===== src/rtl/counter_match_scheduler.sv =====
// Two-player scheduler: arbitrates counter ownership in fixed RUN slices,
// programs the counter, and keeps per-player game scores until a match is won.
module counter_match_scheduler #(
    parameter int unsigned CNT_W        = 5,
    parameter int unsigned SCORE_W      = 4,
    parameter int unsigned SLICE        = 8,
    parameter int unsigned MATCH_POINTS = 3
) (
    input  logic               clk,
    input  logic               rst,
    input  logic               start,
    input  logic [1:0]         req,
    input  logic [1:0]         cmd0_mode,
    input  logic [1:0]         cmd1_mode,
    input  logic               cmd0_load,
    input  logic               cmd1_load,
    input  logic [CNT_W-1:0]   cmd0_value,
    input  logic [CNT_W-1:0]   cmd1_value,
    output logic [1:0]         gnt,
    output logic [1:0]         ctr_mode,
    output logic               ctr_init,
    output logic [CNT_W-1:0]   ctr_value,
    input  logic               ctr_gameover,
    input  logic [1:0]         ctr_who,
    output logic               owner,
    output logic [SCORE_W-1:0] p0_score,
    output logic [SCORE_W-1:0] p1_score,
    output logic               match_done
);

    localparam int unsigned        SLICE_W    = (SLICE > 1) ? $clog2(SLICE) : 1;
    localparam logic [SLICE_W-1:0] SLICE_LAST = SLICE_W'(SLICE - 1);
    localparam logic [SCORE_W-1:0] SCORE_MAX  = {SCORE_W{1'b1}};
    localparam logic [SCORE_W-1:0] MATCH_PTS  = SCORE_W'(MATCH_POINTS);

    typedef enum logic [2:0] {
        S_IDLE,
        S_ARB,
        S_LOAD,
        S_RUN,
        S_SCORE,
        S_MATCH_OVER
    } state_t;

    state_t             state_q, state_d;
    logic [1:0]         mode_q, mode_d;
    logic               init_q, init_d;
    logic [CNT_W-1:0]   value_q, value_d;
    logic               owner_q, owner_d;
    logic               ptr_q, ptr_d;
    logic [SCORE_W-1:0] p0_q, p0_d;
    logic [SCORE_W-1:0] p1_q, p1_d;
    logic               done_q, done_d;
    logic [SLICE_W-1:0] slice_q, slice_d;
    logic [1:0]         who_q, who_d;

    logic [1:0]         gnt_c;
    logic               sel_c;
    logic               inc_p0_c;
    logic               inc_p1_c;

    // Next-state, grant and score update logic
    always_comb begin
        state_d  = state_q;
        mode_d   = mode_q;
        value_d  = value_q;
        owner_d  = owner_q;
        ptr_d    = ptr_q;
        p0_d     = p0_q;
        p1_d     = p1_q;
        who_d    = who_q;
        slice_d  = '0;
        gnt_c    = 2'b00;
        inc_p0_c = 1'b0;
        inc_p1_c = 1'b0;

        // ptr_q names the player preferred when both request
        sel_c = req[1] & (~req[0] | ptr_q);

        case (state_q)
            S_IDLE, S_MATCH_OVER: begin
                if (start) begin
                    p0_d    = '0;
                    p1_d    = '0;
                    state_d = S_ARB;
                end
            end
            S_ARB: begin
                if (|req) begin
                    gnt_c   = sel_c ? 2'b10 : 2'b01;
                    owner_d = sel_c;
                    ptr_d   = ~sel_c;
                    mode_d  = sel_c ? cmd1_mode  : cmd0_mode;
                    value_d = sel_c ? cmd1_value : cmd0_value;
                    state_d = (sel_c ? cmd1_load : cmd0_load) ? S_LOAD : S_RUN;
                end
            end
            S_LOAD: begin
                state_d = S_RUN;
            end
            S_RUN: begin
                if (ctr_gameover) begin
                    who_d   = ctr_who;
                    state_d = S_SCORE;
                end else if (slice_q == '0) begin
                    state_d = S_ARB;
                end else begin
                    slice_d = slice_q - SLICE_W'(1);
                end
            end
            S_SCORE: begin
                inc_p0_c = ((who_q == 2'b10) && !owner_q) || ((who_q == 2'b01) && owner_q);
                inc_p1_c = ((who_q == 2'b10) && owner_q)  || ((who_q == 2'b01) && !owner_q);
                if (inc_p0_c && (p0_q != SCORE_MAX)) begin
                    p0_d = p0_q + SCORE_W'(1);
                end
                if (inc_p1_c && (p1_q != SCORE_MAX)) begin
                    p1_d = p1_q + SCORE_W'(1);
                end
                state_d = ((p0_d == MATCH_PTS) || (p1_d == MATCH_PTS)) ? S_MATCH_OVER : S_ARB;
            end
            default: begin
                state_d = S_IDLE;
            end
        endcase

        // Slice counter reloads on every RUN entry
        if ((state_d == S_RUN) && (state_q != S_RUN)) begin
            slice_d = SLICE_LAST;
        end

        init_d = (state_d == S_LOAD);
        done_d = (state_d == S_MATCH_OVER);
    end

    // State and output registers
    always_ff @(posedge clk or posedge rst) begin
        if (rst) begin
            state_q <= S_IDLE;
            mode_q  <= 2'b00;
            init_q  <= 1'b0;
            value_q <= '0;
            owner_q <= 1'b0;
            ptr_q   <= 1'b0;
            p0_q    <= '0;
            p1_q    <= '0;
            done_q  <= 1'b0;
            slice_q <= '0;
            who_q   <= 2'b00;
        end else begin
            state_q <= state_d;
            mode_q  <= mode_d;
            init_q  <= init_d;
            value_q <= value_d;
            owner_q <= owner_d;
            ptr_q   <= ptr_d;
            p0_q    <= p0_d;
            p1_q    <= p1_d;
            done_q  <= done_d;
            slice_q <= slice_d;
            who_q   <= who_d;
        end
    end

    assign gnt        = gnt_c;
    assign ctr_mode   = mode_q;
    assign ctr_init   = init_q;
    assign ctr_value  = value_q;
    assign owner      = owner_q;
    assign p0_score   = p0_q;
    assign p1_score   = p1_q;
    assign match_done = done_q;

endmodule


===== config.mk =====
export PLATFORM = sky130hd
export DESIGN_NAME = counter_match_scheduler
export DESIGN_NICKNAME = d
export VERILOG_FILES = /design/src/rtl/counter_match_scheduler.sv
export SDC_FILE = /design/constraint.sdc
export NUM_CORES = 1
export LEC_CHECK = 0
export CORE_AREA = 2 2 60 62
export DETAILED_ROUTE_END_ITERATION = 10
export DIE_AREA = 0 0 62 64
export PLACE_DENSITY = 0.75
export SYNTH_ARGS = -nofsm -noshare
export SYNTH_HDL_FRONTEND = slang
export SYNTH_SLANG_ARGS = --single-unit

===== constraint.sdc =====
create_clock -name clk -period 3.9 [get_ports clk]
set_input_delay 0.78 -clock clk [delete_from_list [all_inputs] [get_ports clk]]
set_output_delay 0.78 -clock clk [all_outputs]
set_load 0.05 [all_outputs]

# == After elaboration in Yosys (flattened, before gate mapping) ==
# Cells that the tools add are included.
# Widths: inputs -> output; s select.
# totals
memories,0
latch_bits,0
mem_bits_ro,0
wordCells,77
ram_bits,0
register_bits,27
in_bits,24
output_inout_bits,20
# classes
n_reduce_logical,19
mul,0
mux,24
shifts,0
n_lt_le_gt_ge,0
add_sub_neg,3
div_mod_pow,0
eq_ne,16
bitwise_logic,4
# ops
cell,count
$mux 3,9
$mux 4,5
$pmux 4 s2,2
$pmux 3 s5,1
$eq 3x2->1 const B,4
$eq 3x3->1 const B,3
$add 4x1->4 const B,2
$eq 4x2->1 const B,2
$mux 2,4
$ne 4x4->1 const B,2
$logic_and 1x1->1,7
$logic_not 3->1,2
$reduce_and 2->1,3
$mux 5,1
$reduce_or 2->1,2
$eq 3x1->1 const B,1
$logic_or 1x1->1,3
$ne 3x2->1 const B,1
$sub 3x1->3 const B,1
$eq 2x1->1 const B,1
$eq 2x2->1 const B,1
$mux 1,2
$ne 2x2->1 const B,1
$not 1->1,2
4 further kinds,4

# == Logic depth before layout (Yosys ltp) ==
# Gate-level depths: netlist of run 1.
# depth
ltp_word,13
depth_mapped,6
depth_no_buf,6

# == Worst setup path after synthesis of run 1 ==
# Ideal clock, no wire load.
# synth_timing
kind,input to output
startpoint,in req[0]
endpoint,out gnt[0]
slack_ps,1224
n_path_buf,0
required_time_ps,3120
cell_stages,2
arrival_time_ps,1896
path_cell_list,o21ai_1 > a21oi_1
# synth_via
elab_chain_cells,6
word_cells_on_any_way,7
cone_classes,mux (3); bitwise (3); reduce/logical (1)
# synth_rtl
element,line,source
from (decl),12,"input logic [1:0] req,"
$not 1->1,78,sel_c = req[1] & (~req[0] | ptr_q);
$or 1x1->1,78,
$and 1x1->1,78,
$mux 2,90,gnt_c = sel_c ? 2'b10 : 2'b01;
$mux 2 *,89,if (|req) begin
$mux 2 *,80,case (state_q)
to (decl),19,"output logic [1:0] gnt,"
# Every way passes the cells marked *; elsewhere a longest branch is shown, timed or not.

# == Final worst setup path of run 1 ==
# layout_timing
startpoint,in req[1]
endpoint,out gnt[0]
# layout_via
elab_chain_cells,4
word_cells_on_any_way,5
cone_classes,mux (3); bitwise (1); reduce/logical (1)
# layout_rtl
element,line
$and 1x1->1,78
$mux 2,90
$mux 2 *,89
$mux 2 *,80
# Marks and branches as above.

==> impl_metrics.tcl, run 1 <==
set metrics [dict create \
    status "finished, final reports clean" \
    cpPeakStageDelay_ns 0.55 \
    leakage_nw 0.8666 \
    reg2reg_from "p0_score[0]" \
    synth-main-ff-cell "dfrtp_1" \
    postCtsSetupBuffers 0 \
    grt_pass1_wl_microns 5789 \
    hpwlAfterDp_microns 2702 \
    antenna_found_initial 0 \
    r2r_end "match_done" \
    wl_per_cell_microns 14.33 \
    clock_latency_ns 0.33 \
    cp.buffers_inverters 3 \
    rrSetupSlack_ns 1.96 \
    cp.depth 5 \
    crit_family "buffers and inverters" \
    grt_pass1_vias 1345 \
    antenna_cells 0 \
    path_max_fanout 9 \
    hold_viol_final 0 \
    grt-ovfl-total 0 \
    holdPathStages 2 \
    cts.sink_count 27 \
    layout_commonest_cell "clkdlybuf4s50_1" \
    initial_core_util 0.4408 \
    fp.dieW_microns 62 \
    syn_area_per_cell_sq_um 9.524 \
    ir_drop_mv 0.4026 \
    worst_pin_slew_ns 1.019 \
    cts.htree.levels 1 \
    crit_path_frequent_cell "buf_4" \
    p_per_area_nw_per_um2 692.8 \
    fin_worst_skew_ns 0.007958 \
    required_ns 3.12 \
    numCtsBuffers 3 \
    ioPinCount 44 \
    dr.pass1.iters 4 \
    synth_nets 178 \
    rows 21 \
    synth_cells 152 \
    root_buffer "clkbuf_4" \
    fmax_mhz 311.9 \
    holdWs_ns 0.5157 \
    drive_above_1_share 0.07653 \
    grt_max_degree 28 \
    synth_edf_count 0 \
    fin_setup_tns_ns 0 \
    critPathCapture "gnt[0]" \
    die-area_sq_um 3968 \
    async_flop_share 1.000 \
    ys_warn_count 0 \
    post_drt_via_cell_ratio 5.496 \
    fin_cells 242 \
    placedCellCount 238 \
    endpoint_kind "output pin" \
    cp_data_arrival_time_ns 2.43 \
    drt_iter0_drc 65 \
    clk_pin_slew_ns 0.14 \
    remaining_drc_errors 0 \
    finalCritPeriodShare 0.8220 \
    ff2ff_path_depth 6 \
    crit_start "req[1]" \
    tritoncts "built" \
    cap_violations 0 \
    hold_path_class "flop to flop" \
    syn_to_final_growth_pct 34.57 \
    finalWirelength_microns 3467 \
    grt_use_total 0.1918 \
    slew_headroom 0.3197 \
    synth_area_sq_um 1448 \
    cts_resized 0 \
    coreArea_sq_um 3284 \
    cp-start-kind "input pin" \
    finalWorstPathRequiredPeriod_ns 3.206 \
    cpMaxStageDelayCell "clkdlybuf4s50_1" \
    final_nets 223 \
    crit_chain "clkdlybuf4s50_1 > o21ai_1 > buf_4 > a21oi_1 > buf_4" \
    slew_viol_final 0 \
    gp_congestion 0.7937 \
    cts.path.max_buffers 2 \
    vias 1330 \
    rsz0062_at_grt "no" \
    synth.distinct_cells 44 \
    ys_ff_latch 27 \
    portBuffers 43 \
    final_util 0.5931 \
    crit_type "input pin to output pin" \
    ant_nets 0 \
    die_h_microns 64 \
    cts_hold_buf 0 \
    layout.cells.most_common_list "41 x clkdlybuf4s50_1, 27 x dfrtp_1, 23 x nand2_1" \
    setup_violations 0 \
    seq_area_frac_synth 0.4667 \
]
-- cells by family after synthesis --
group / share of synthesized area
and+or+nand+nor: 0.2325
AOI/OAI and AO/OA: 0.2230
DFF: 0.4667
buffers and inverters: 0.02420
muxes: 0.03630
adders and majority gates: 0.01728
-- worst reg2reg max path: cells and delay by family, from the launching register on --
| kind | cells | cell delay, ns |
|---|---|---|
| compound gates | 2 | 0.38 |
| fa+ha+maj | 1 | 0.28 |
| simple gates | 3 | 0.74 |
| flops | 1 | 0.49 |
-- report_power, final --
part           switching [W]  total, W  internal (W)
Clock              0.0000833  0.000123     0.0000402
Sequential          0.000105  0.000482      0.000377
Combinational       0.000452  0.000744      0.000292
-- area by class of cell --
cell class | count | area (sq um)
Multi-Input combinational cell | 116 | 737.0
Sequential cell | 27 | 675.6
Inverter | 5 | 18.77
Clock buffer | 4 | 26.28
Timing Repair Buffer | 44 | 432.9
Tap cell | 46 | 57.56
Fill cell | 291 | 1336
-- synth_stat cells (2+ instances only) --
cell       count  area (sq um)
ha_1           2         25.02
a21o_1         7         52.55
mux2i_1        3         30.03
nor3_1         3         15.01
and2_1         2         12.51
dfrtp_1       27         675.7
and3b_1        3         26.28
o21ai_0        5         25.02
o2111ai_1      2         17.52
nand2_1       23         86.33
inv_1          5         18.77
o31ai_1        2         15.01
a31oi_1        3         18.77
nand2b_1       3         18.77
nor3b_1        3         22.52
nand3_1        3         15.01
mux2_2         2         22.52
a32o_1         2         20.02
a22oi_1        5         37.54
o41ai_1        2         17.52
a21oi_1        9         45.04
clkbuf_1       3         11.26
a32oi_1        2         17.52
nor2_1        11         41.29
-- how the worst min path moves through the flow --
| stage | startpoint | endpoint | slack (ns) |
|---|---|---|---|
| final | ctr_mode[1] | ctr_mode[1] | 0.52 |
| after floorplan | ptr_q | ptr_q | 0.46 |
| after detailed placement | ctr_mode[1] | ctr_mode[1] | 0.49 |
| after global routing | ctr_mode[1] | ctr_mode[1] | 0.58 |
| after global placement | ctr_mode[1] | ctr_mode[1] | 0.49 |
| after CTS | ctr_mode[1] | ctr_mode[1] | 0.52 |
-- stage by stage --
stage	cell area, sq um	setup WS (ns)	total power (W)
3_3_place_gp	1922	0.7467	0.001213
6_report	1948	0.6942	0.001350
3_5_place_dp	1922	0.7005	0.001234
2_1_floorplan	1448	1.224	0.0009993
5_1_grt	1948	0.4947	0.001449
4_1_cts	1948	0.6919	0.001359
-- sequential cells by signal, indices dropped and copies added (netlist names) --
name and count:
ctr_mode 2, ctr_init 1, p0_score 4, ctr_value 5, ptr_q 1, p1_score 4, owner 1, state_q 3
slice_q 3, who_q 2, match_done 1
-- metal layers --
metal  track usage  part of all wire  up-vias
met3       0.03441             0.054        4
li1              -                 -      649
met1        0.2232              0.42      629
met2        0.3438              0.52       48
met4       0.05585             0.010        0
met5             0                 0        -
Note: power is estimated with default switching activity, not from simulation.
==> run 2: changes to the inputs <==
==> constraint.sdc (replaced) <==
create_clock -name clk -period 3 [get_ports clk]
set_input_delay 0.6 -clock clk [delete_from_list [all_inputs] [get_ports clk]]
set_output_delay 0.6 -clock clk [all_outputs]
set_load 0.05 [all_outputs]
==> impl_metrics.tcl, run 2 (synthesized netlist as in run 1, its figures left out) <==
set metrics [dict create \
    endpoint_kind "output pin" \
    slew_viol_final 0 \
    layout.cells.most_common_list "41 x clkdlybuf4s50_1, 27 x dfrtp_1, 23 x nand2_1" \
    die_h_microns 64 \
    cp_data_arrival_time_ns 1.87 \
    drt_iter0_drc 53 \
    wl_met2_microns 1769 \
    grt_pass1_wl_microns 5947 \
    hpwlAfterDp_microns 2732 \
    fin_worst_skew_ns 0.01178 \
    vias 1360 \
    dr.pass1.iters 4 \
    p_per_area_nw_per_um2 898.6 \
    cp.buffers_inverters 1 \
    portBuffers 43 \
    maxUsedRoutingLayer "met4" \
    ir_drop_mv 0.4841 \
    wl_per_cell_microns 14.03 \
    cts.htree.levels 1 \
    gp_congestion 0.8217 \
    wl_met3_microns 216 \
    drive_above_1_share 0.09500 \
    worst_pin_slew_ns 0.5430 \
    fp.dieW_microns 62 \
    cpPeakStageDelay_ns 0.53 \
    setup_violations 0 \
    status "finished, final reports clean" \
    final_nets 227 \
    cts.sink_count 27 \
    fin_setup_tns_ns 0 \
    hold_path_class "flop to flop" \
    rows 21 \
    required_ns 2.40 \
    grt_pass1_vias 1378 \
    cts.path.max_buffers 2 \
    crit_chain "nor3b_1 > o21ai_1 > a21oi_1 > buf_4" \
    crit_type "flop to output pin" \
    initial_core_util 0.4408 \
    layout_commonest_cell "clkdlybuf4s50_1" \
    leakage_nw 0.8872 \
    largest_reg_flops 5 \
    grt-ovfl-total 0 \
    postCtsSetupBuffers 0 \
    root_buffer "clkbuf_4" \
    antenna_cells 0 \
    syn_to_final_growth_pct 36.65 \
    finalWirelength_microns 3452 \
    cap_violations 0 \
    finalCritPeriodShare 0.8233 \
    final_util 0.6023 \
    met1_length_microns 1445 \
    rsz0062_at_grt "no" \
    cp-start-kind "flop" \
    clock_latency_ns 0.32 \
    grt_max_degree 28 \
    remaining_drc_errors 0 \
    fmax_mhz 404.9 \
    finalWorstPathRequiredPeriod_ns 2.470 \
    total_power_w 0.001778 \
    clk_pin_slew_ns 0.15 \
    cts_resized 0 \
    numCtsBuffers 3 \
    ioPinCount 44 \
    tritoncts "built" \
    slew_headroom 0.6329 \
    die-area_sq_um 3968 \
    path_max_fanout 12 \
    hold_viol_final 0 \
    cts_hold_buf 0 \
    post_drt_via_cell_ratio 5.528 \
    ant_nets 0 \
    crit_family "flip-flops" \
    coreArea_sq_um 3284 \
    cpMaxStageDelayCell "dfrtp_1" \
    grt_use_total 0.1941 \
    antenna_found_initial 0 \
]
run 2: cell count changes in the layout (fill, tap and decap cells not counted), sizes merged:
cell / change
buf: +4
run 2: final cells by class:
cell class	count	area [sq um]
Fill cell	285	1306
Multi-Input combinational cell	116	737.0
Sequential cell	27	675.6
Timing Repair Buffer	48	462.9
Tap cell	46	57.56
Clock buffer	4	26.28
Inverter	5	18.77
run 2: per-stage QoR:
stage	instance area, sq um	instances	setup WS [ns]	hold WS [ns]
detailed placement	1952	242	0.5587	0.4716
global placement	1952	242	0.6371	0.4658
global route	1978	246	0.3278	0.5463
finish	1978	246	0.5302	0.4964
CTS	1978	246	0.5142	0.5024
floorplan	1448	152	0.6518	0.4631
run 2: layer usage:
layer	up-vias	GRT usage
li1	661	-
met3	2	0.04049
met5	-	0
met4	0	0.05053
met1	650	0.2445
met2	47	0.3281
run 2: power by group:
group | internal (W) | total (W) | switching, W
logic | 0.000397 | 0.000997 | 0.000600
registers | 0.000490 | 0.000622 | 0.000132
clock network | 0.0000520 | 0.000158 | 0.000106
run 2: worst register-to-register path, delay by kind of cell, from the launching register on:
kind                       cells  cell delay, ns
and+or+nand+nor                3            0.73
DFF                            1            0.49
AOI/OAI and AO/OA              2            0.40
adders and majority gates      1            0.27
run 2: final timing paths:
| kind | cells past startpoint | startpoint | to | slack [ns] |
|---|---|---|---|---|
| setup reg to reg | 6 | p0_score[0] | match_done | 1.07 |
| setup / recovery | 4 | state_q[2] | gnt[0] | 0.53 |
| hold reg to reg | 2 | ctr_mode[1] | ctr_mode[1] | 0.50 |
| hold / removal | 2 | ctr_mode[1] | ctr_mode[1] | 0.50 |
| min in group asynchronous | 3 | rst | state_q[1] | 0.62 |
| max in group asynchronous | 3 | rst | who_q[0] | 2.12 |
==> run 3: changes to the inputs <==
--- a/config.mk
+++ b/config.mk
@@ -5,10 +5,10 @@
 export SDC_FILE = /design/constraint.sdc
 export NUM_CORES = 1
 export LEC_CHECK = 0
-export CORE_AREA = 2 2 60 62
+export CORE_AREA = 2 2 62 64
 export DETAILED_ROUTE_END_ITERATION = 10
-export DIE_AREA = 0 0 62 64
-export PLACE_DENSITY = 0.75
+export DIE_AREA = 0 0 64 66
+export PLACE_DENSITY = 0.74
 export SYNTH_ARGS = -nofsm -noshare
 export SYNTH_HDL_FRONTEND = slang
 export SYNTH_SLANG_ARGS = --single-unit
==> constraint.sdc (replaced) <==
create_clock -name clk -period 2.2 [get_ports clk]
set_input_delay 0.44 -clock clk [delete_from_list [all_inputs] [get_ports clk]]
set_output_delay 0.44 -clock clk [all_outputs]
set_load 0.05 [all_outputs]
==> impl_metrics.tcl, run 3 (synthesized netlist as in run 1, its figures left out) <==
set metrics [dict create \
    fillers 309 \
    drt_iter0_drc 71 \
    grt-ovfl-total 0 \
    cpMaxStageDelayCell "clkdlybuf4s50_1" \
    ioPinCount 44 \
    wl_per_cell_microns 13.50 \
    antenna_cells 0 \
    post_drt_via_cell_ratio 5.344 \
    die_h_microns 66 \
    setup_violations 0 \
    placedCellCount 246 \
    root_buffer "clkbuf_4" \
    initial_core_util 0.4077 \
    cp.buffers_inverters 1 \
    crit_type "flop to output pin" \
    grt_pass1_vias 1367 \
    holdWs_ns 0.4510 \
    cts.sink_count 27 \
    die-area_sq_um 4224 \
    register_area_sq_um 676.9 \
    coreArea_sq_um 3551 \
    rsz0062_at_grt "no" \
    leakage_nw 0.9052 \
    hpwlAfterDp_microns 2605 \
    hold_viol_final 0 \
    fmax_mhz 476.3 \
    syn_to_final_growth_pct 39.50 \
    antenna_found_initial 0 \
    ir_drop_mv 0.7126 \
    hold_path_class "input pin to asynchronous set/reset pin" \
    worst_slack_ns 0.1003 \
    p_per_area_nw_per_um2 1221 \
    dr.pass1.iters 4 \
    final_nets 229 \
    multiInputGateArea_sq_um 745.7 \
    ant_nets 0 \
    cpPeakStageDelay_ns 0.84 \
    largest_reg_flops 5 \
    crit_family "buffers and inverters" \
    grt_max_degree 28 \
    slew_headroom 0.6547 \
    portBuffers 43 \
    rows 22 \
    grt_use_total 0.1740 \
    cts.htree.levels 1 \
    cts.path.max_buffers 2 \
    fin_cells 250 \
    clk_pin_slew_ns 0.14 \
    fin_setup_tns_ns 0 \
    remaining_drc_errors 0 \
    path_max_fanout 8 \
    drive_above_1_share 0.1238 \
    required_ns 1.76 \
    postCtsSetupBuffers 0 \
    fp.dieW_microns 64 \
    numCtsBuffers 3 \
    finalCritPeriodShare 0.9544 \
    worst_pin_slew_ns 0.5163 \
    pre_cts_slack_ns 0.1409 \
    tritoncts "built" \
    total_power_w 0.002465 \
    grt_pass1_wl_microns 5782 \
    slew_viol_final 0 \
    crit_chain "clkdlybuf4s50_1" \
    layout.cells.most_common_list "41 x clkdlybuf4s50_1, 26 x dfrtp_1, 23 x nand2_1" \
    status "finished, final reports clean" \
    cp_data_arrival_time_ns 1.66 \
    cts_hold_buf 0 \
    gp_congestion 0.7817 \
    finalWirelength_microns 3376 \
    cp-start-kind "flop" \
    endpoint_kind "output pin" \
    finalWorstPathRequiredPeriod_ns 2.100 \
    vias 1336 \
    fin_worst_skew_ns 0.002398 \
    layout_commonest_cell "clkdlybuf4s50_1" \
    cap_violations 0 \
    clock_latency_ns 0.32 \
]
[run 3: cell type report]
cell class	instances	area share
Clock inverter	1	0.002478
Tap cell	48	0.02974
Sequential cell	27	0.3352
Inverter	5	0.009294
Timing Repair Buffer	50	0.2429
Multi-Input combinational cell	116	0.3693
Clock buffer	3	0.01115
[run 3: metal layers]
layer,track usage,vias to the layer above,wire (microns)
met1,0.1851,632,1450
met5,0,-,0
li1,-,661,-
met2,0.3346,39,1700
met4,0.05707,0,33
met3,0.04089,4,192
[run 3: path summary, 6_finish.rpt]
| kind | cells after the start | slack (ns) | startpoint | endpoint |
|---|---|---|---|---|
| hold reg to reg | 2 | 0.50 | ctr_value[4] | ctr_value[4] |
| setup reg to reg | 6 | 0.27 | p0_score[0] | match_done |
| hold / removal | 3 | 0.45 | rst | state_q[2] |
| setup / recovery | 1 | 0.10 | p0_score[0] | p0_score[0] |
| max in group asynchronous | 3 | 1.48 | rst | state_q[1] |
| min in group clk | 2 | 0.50 | ctr_value[4] | ctr_value[4] |
[run 3: through the flow]
step                  util  instance area [sq um]
finish              0.5687                   2019
global route        0.5687                   2019
CTS                 0.5684                   2018
detailed placement  0.5581                   1982
global placement    0.5581                   1982
floorplan                -                   1448
[run 3: power by group]
| part | switching (W) | internal [W] | leakage, nW | total, W |
|---|---|---|---|---|
| Combinational | 0.000837 | 0.000577 | 0.539 | 0.00141 |
| Clock | 0.000143 | 0.0000682 | 0.0177 | 0.000211 |
| Sequential | 0.000169 | 0.000671 | 0.348 | 0.000840 |
| Total | 0.00115 | 0.00132 | 0.905 | 0.00246 |
[run 3: repair_timing]
action	CTS	global route
endpoints found under the setup margin	1	2
gates resized for setup	2	1
pin swaps	0	0
